[src/rtl/uart_rx_if.sv]
// UART receive-side bundle: serial line in, framed byte out.
// The master modport is the receiver; the slave modport is the pin driver / byte consumer.
interface uart_rx_if;
    logic       Rx_Serial;
    logic       Rx_DV;
    logic [7:0] Rx_Byte;
    logic       Rx_Frame_Err;
    logic       Rx_Active;

    modport master (
        input  Rx_Serial,
        output Rx_DV,
        output Rx_Byte,
        output Rx_Frame_Err,
        output Rx_Active
    );

    modport slave (
        output Rx_Serial,
        input  Rx_DV,
        input  Rx_Byte,
        input  Rx_Frame_Err,
        input  Rx_Active
    );
endinterface

[src/rtl/uart_rx.sv]
// UART receiver: 8N1, LSB first, mid-bit sampling. Good bytes are delivered with a
// one-cycle valid strobe; a stop bit sampled low raises a one-cycle frame error and
// the byte is dropped.
module uart_rx #(
    parameter int unsigned CLKS_PER_BIT = 16
) (
    input  logic     i_Clock,
    input  logic     i_Reset_n,
    uart_rx_if.master rx_if
);

    // Count at which the start bit is re-checked (middle of the start bit).
    localparam logic [8:0] HALF_CNT = 9'((CLKS_PER_BIT - 1) / 2);
    // Count at which a data/stop bit is sampled (one full bit after the previous sample).
    localparam logic [8:0] LAST_CNT = 9'(CLKS_PER_BIT - 1);

    typedef enum logic [2:0] {
        StIdle     = 3'd0,
        StStart    = 3'd1,
        StData     = 3'd2,
        StStop     = 3'd3,
        StCleanup  = 3'd4,
        StWaitIdle = 3'd5
    } state_e;

    logic       sync1_q;
    logic       sync2_q;
    logic       rx_s;

    state_e     state_q;
    logic [8:0] count_q;
    logic [2:0] index_q;
    logic [7:0] shift_q;
    logic [7:0] byte_q;
    logic       dv_q;
    logic       err_q;
    logic       active_q;

    // Two-flop synchronizer; resets to the idle (mark) level so reset never looks like a start bit.
    always_ff @(posedge i_Clock or negedge i_Reset_n) begin
        if (!i_Reset_n) begin
            sync1_q <= 1'b1;
            sync2_q <= 1'b1;
        end else begin
            sync1_q <= rx_if.Rx_Serial;
            sync2_q <= sync1_q;
        end
    end

    assign rx_s = sync2_q;

    // Receive FSM with registered outputs; strobes default low so they last one cycle.
    always_ff @(posedge i_Clock or negedge i_Reset_n) begin
        if (!i_Reset_n) begin
            state_q  <= StIdle;
            count_q  <= '0;
            index_q  <= '0;
            shift_q  <= '0;
            byte_q   <= '0;
            dv_q     <= 1'b0;
            err_q    <= 1'b0;
            active_q <= 1'b0;
        end else begin
            dv_q  <= 1'b0;
            err_q <= 1'b0;
            unique case (state_q)
                StIdle: begin
                    count_q  <= '0;
                    index_q  <= '0;
                    active_q <= 1'b0;
                    if (!rx_s) begin
                        state_q <= StStart;
                    end
                end

                StStart: begin
                    if (count_q == HALF_CNT) begin
                        count_q <= '0;
                        if (!rx_s) begin
                            state_q  <= StData;
                            active_q <= 1'b1;
                        end else begin
                            // Low pulse shorter than half a bit: not a start bit.
                            state_q <= StIdle;
                        end
                    end else begin
                        count_q <= count_q + 9'd1;
                    end
                end

                StData: begin
                    if (count_q == LAST_CNT) begin
                        count_q          <= '0;
                        shift_q[index_q] <= rx_s;
                        if (index_q < 3'd7) begin
                            index_q <= index_q + 3'd1;
                        end else begin
                            index_q <= '0;
                            state_q <= StStop;
                        end
                    end else begin
                        count_q <= count_q + 9'd1;
                    end
                end

                StStop: begin
                    if (count_q == LAST_CNT) begin
                        count_q  <= '0;
                        active_q <= 1'b0;
                        if (rx_s) begin
                            byte_q  <= shift_q;
                            dv_q    <= 1'b1;
                            state_q <= StCleanup;
                        end else begin
                            err_q   <= 1'b1;
                            state_q <= StWaitIdle;
                        end
                    end else begin
                        count_q <= count_q + 9'd1;
                    end
                end

                StCleanup: begin
                    state_q <= StIdle;
                end

                StWaitIdle: begin
                    // Break (line held low) yields a single error pulse: wait for mark level.
                    if (rx_s) begin
                        state_q <= StIdle;
                    end
                end

                default: begin
                    state_q  <= StIdle;
                    count_q  <= '0;
                    index_q  <= '0;
                    active_q <= 1'b0;
                end
            endcase
        end
    end

    assign rx_if.Rx_DV        = dv_q;
    assign rx_if.Rx_Byte      = byte_q;
    assign rx_if.Rx_Frame_Err = err_q;
    assign rx_if.Rx_Active    = active_q;

`ifndef SYNTHESIS
    // Strobe sanity: valid and error are exclusive and each lasts exactly one cycle.
    a_dv_err_excl : assert property (@(posedge i_Clock) disable iff (!i_Reset_n)
        !(dv_q && err_q));
    a_dv_single : assert property (@(posedge i_Clock) disable iff (!i_Reset_n)
        dv_q |=> !dv_q);
    a_err_single : assert property (@(posedge i_Clock) disable iff (!i_Reset_n)
        err_q |=> !err_q);
`endif

endmodule

[src/flat_wrapper.sv]
// flat-port wrapper written by rule: the top's interface ports become plain ports
module uart_rx_flat 
#(
    parameter int unsigned CLKS_PER_BIT = 16
)
  (i_Clock, i_Reset_n, rx_if_Rx_Serial, rx_if_Rx_DV, rx_if_Rx_Byte, rx_if_Rx_Frame_Err, rx_if_Rx_Active);
  uart_rx_if rx_if_i ();
  input  logic i_Clock;
  input  logic i_Reset_n;
  input wire logic [$bits(rx_if_i.Rx_Serial)-1:0] rx_if_Rx_Serial;
  output wire logic [$bits(rx_if_i.Rx_DV)-1:0] rx_if_Rx_DV;
  output wire logic [$bits(rx_if_i.Rx_Byte)-1:0] rx_if_Rx_Byte;
  output wire logic [$bits(rx_if_i.Rx_Frame_Err)-1:0] rx_if_Rx_Frame_Err;
  output wire logic [$bits(rx_if_i.Rx_Active)-1:0] rx_if_Rx_Active;
  assign rx_if_i.Rx_Serial = rx_if_Rx_Serial;
  assign rx_if_Rx_DV = rx_if_i.Rx_DV;
  assign rx_if_Rx_Byte = rx_if_i.Rx_Byte;
  assign rx_if_Rx_Frame_Err = rx_if_i.Rx_Frame_Err;
  assign rx_if_Rx_Active = rx_if_i.Rx_Active;
  uart_rx #(.CLKS_PER_BIT(CLKS_PER_BIT)) u_core (.i_Clock(i_Clock), .i_Reset_n(i_Reset_n), .rx_if(rx_if_i));
endmodule
[config.mk]
export PLATFORM = sky130hd
export DESIGN_NAME = uart_rx_flat
export DESIGN_NICKNAME = d
export VERILOG_FILES = /design/src/rtl/uart_rx_if.sv /design/src/rtl/uart_rx.sv /design/src/flat_wrapper.sv
export SDC_FILE = /design/constraint.sdc
export NUM_CORES = 1
export LEC_CHECK = 0
export CORE_ASPECT_RATIO = 1.4
export CORE_UTILIZATION = 35
export DETAILED_ROUTE_END_ITERATION = 16
export DONT_BUFFER_PORTS = 1
export SLEW_MARGIN = 20
export SYNTH_ARGS = -nofsm -noshare
export SYNTH_HDL_FRONTEND = slang
export SYNTH_SLANG_ARGS = --single-unit
[constraint.sdc]
create_clock -name i_Clock -period 1.8 [get_ports i_Clock]
set_input_delay 0.27 -clock i_Clock [delete_from_list [all_inputs] [get_ports i_Clock]]
set_output_delay 0.27 -clock i_Clock [all_outputs]
set_load 0.005 [all_outputs]
==> results.md <==
- Dpl cell area: 2000 um2
- Number of inserted diodes: 0
- WS Path Type: reg2reg
- Static leakage: 0.00102 uW
- Critical path capture point type: flop
- Failing checks: negative setup slack
- Vias per inst: 5.56
- Antenna violations before repair: 0
- # IOs: 14
- Final Skew: 6.44 ps
- Hold WS: 358 ps
- Critical path fanouts, max: 5
- Largest net degree at the start of global routing: 37
- Slew headroom: 54.9%
- Hold Fails Final Rpt: 0
- Sequential fraction of the synthesis area: 50.4%
- Root Driver: clkbuf_8
- Sink Count: 36
- Gpl congestion: 0.820
- Reg2reg start: u_core.count_q[1]
- R2R setup slack: -60 ps
- Status: finished, violations left
- Mapped cell area: 1790 um2
- Worst-Skew Late Latency: 290 ps
- Post-Syn Area per Cell: 10.9 um2
- Area leader, netlist: dfrtp_1
- GR Overflow Total: 0
- Count of cell types in the netlist: 43
- Area Growth Syn to Fin: 27.1%
- Yosys reg bits: 36
- Fmax: 537 MHz
- Ys async rst share: 100%
- Worst hold path cell count: 0
- WL final: 4.07 mm
- Post-synth net total: 170
- Fin crit share: 103%
- Clock slew at reported path FFs: 70 ps
- GRT Overall Usage: 16.4%
- Row Count: 30
- End of the worst hold path: u_core.rx_s
- Routed len/inst: 16.1 um
- Post-DP HPWL: 2.76 mm
- Clk buf depth: 2
- Cells after synthesis: 165
- CTS tree: done
- Die Ht: 86.7 um
- H-Tree Depth: 2
- Slew @ Worst Pin: 675 ps
- Worst setup margin: -62.7 ps
- Drt pass-1 iters: 4
- Layout cells sized above 1: 34.0%
- Starting Density: 36.7%
- Vias post-DR: 1,400
- CORE AREA: 4880 um2
- Ys Warns: 0
- Most frequent cells in the layout: 34 x dfrtp_1, 17 x buf_4, 13 x nand3_1, 11 x mux2_2, 10 x nand2_1
- CTS Buf Count: 5
- Post-synth top area share: 47.5%
- Worst endpoint data arrival time: 2050 ps
- Setup-failing EPs final: 8
- Max Cap Violations: 0
- Postcts setup bufs: 0
- Worst flop-to-flop path endpoint: u_core.count_q[3]
- Most used DFF post-synth: dfrtp_1
- Routed Antenna Nets: 0
- Max Slew Vio Count: 0
- Vias in the first global route: 1,452
- Cell count of the worst reg-to-reg path: 6
- Most common cell after layout, fill and taps aside: dfrtp_1
- Hold crit path type: reg2reg
- PwrDens: 1180 nW/um2
- Nets: 192
- Width of the die: 62.5 um
- First-pass GRT wire length: 6.78 mm
- Min-delay src: u_core.sync1_q
- WP data required: 1980 ps
- RSZ-0062 raised after global routing: yes
- Residual DRC: 0
- Period minus WS final: 1860 ps
- Top post-synthesis cells by area: dfrtp_1 47%, mux2_2 10%, nand3_1 3.6%, dfstp_2 2.9%, o21ai_0 2.5%
- Total power: 2690 uW
- DR iter-0 viols: 101
- Number of synthesized flops with an enable pin: 0
- Post-route cell area: 2280 um2
- I/O Buffers: 0
- Post-Place Setup Slack: -32.0 ps
- DIE AREA: 5420 um2
- VDD IR max: 0.000449 V
- Crit path launch type: flop
## power breakdown
part	total (uW)	internal, uW	switching (uW)
Clock	600	305	295
Sequential	1110	919	190
Combinational	984	496	488
## cell usage after synthesis, types with 2 or more instances
library cell and number:
and3_1 3, and4_1 2, o22ai_1 3, dfrtp_1 34, nand3_1 13, o21ai_0 9
a21o_1 2, buf_4 2, nor2b_1 3, nand2_1 10, inv_1 3, nor4b_1 2
ha_1 2, nor4_1 5, nor3b_1 2, and2_1 4, clkbuf_1 7, dfstp_2 2
or3_1 3, nor2_1 8, nor3_1 2, mux2i_1 2, a211oi_1 2, a22o_1 2
nand2b_1 4, mux2_2 16, nand4_1 2
## timing repair
action                     in CTS  in global routing
cloned                          1                  0
gates resized for setup         5                 21
hold buffers                    3                  0
pin swaps                       1                  2
hold endpoints to repair       37                  0
setup endpoints to repair       8                 26
## logic make-up (layout without fill, tap and decap cells)
kind of cell	count (synthesis)	count (layout)	synth area share, %
DFF	36	36	50.4
adders and majority gates	2	2	1.40
xor gates and xnor gates	1	1	0.489
buffers and inverters	12	35	2.93
AOI/OAI and AO/OA	26	26	10.2
and+or+nand+nor	70	70	23.4
muxes	18	18	11.2
## through the flow
step                      TNS, ps  std cells  util, %
after detailed placement    -80.5        240     40.9
final                        -245        252     46.7
after floorplan              -336        165        -
after global placement      -95.0        240     40.9
after global routing        -1010        252     46.7
after CTS                   -7.14        252     44.3
## critical path, cell delays in order (launching register included)
cell and delay [ps]:
dfrtp_1 410, ha_4 170, or4b_4 480, o31ai_4 240, buf_6 160, nor3_2 40, a211o_1 260
## flip-flops by register name, indices dropped and copies added (netlist names), 3 cells and up
name,count
u_core.shift_q,8
u_core.index_q,3
u_core.count_q,9
u_core.rx_if.Rx_Byte,8
u_core.state_q,3
## worst max path at each step
stage	start	to	cells past startpoint
detailed placement	u_core.count_q[0]	u_core.count_q[3]	6
CTS	u_core.count_q[1]	u_core.count_q[3]	6
global route	u_core.count_q[1]	u_core.count_q[3]	6
finish	u_core.count_q[1]	u_core.count_q[3]	6
global placement	u_core.count_q[0]	u_core.shift_q[6]	6
floorplan	u_core.count_q[0]	u_core.shift_q[1]	5
## metal layers
metal / global-route usage (%) / share of wire, %
met1: 18.5 / 40
met2: 28.7 / 54
met3: 4.47 / 4.0
met4: 7.61 / 2.1
met5: 0 / 0
## final cells by class
cell class | count | area (um2)
fillers | 467 | 2600
multi-input cells | 117 | 978
flip-flops and latches | 36 | 903
repair buffers | 24 | 213
clock buffers | 6 | 82.6
well taps | 64 | 80.1
inverters | 3 | 11.3
clock inverters | 2 | 10.0
Power figures use the tool's default switching activity.
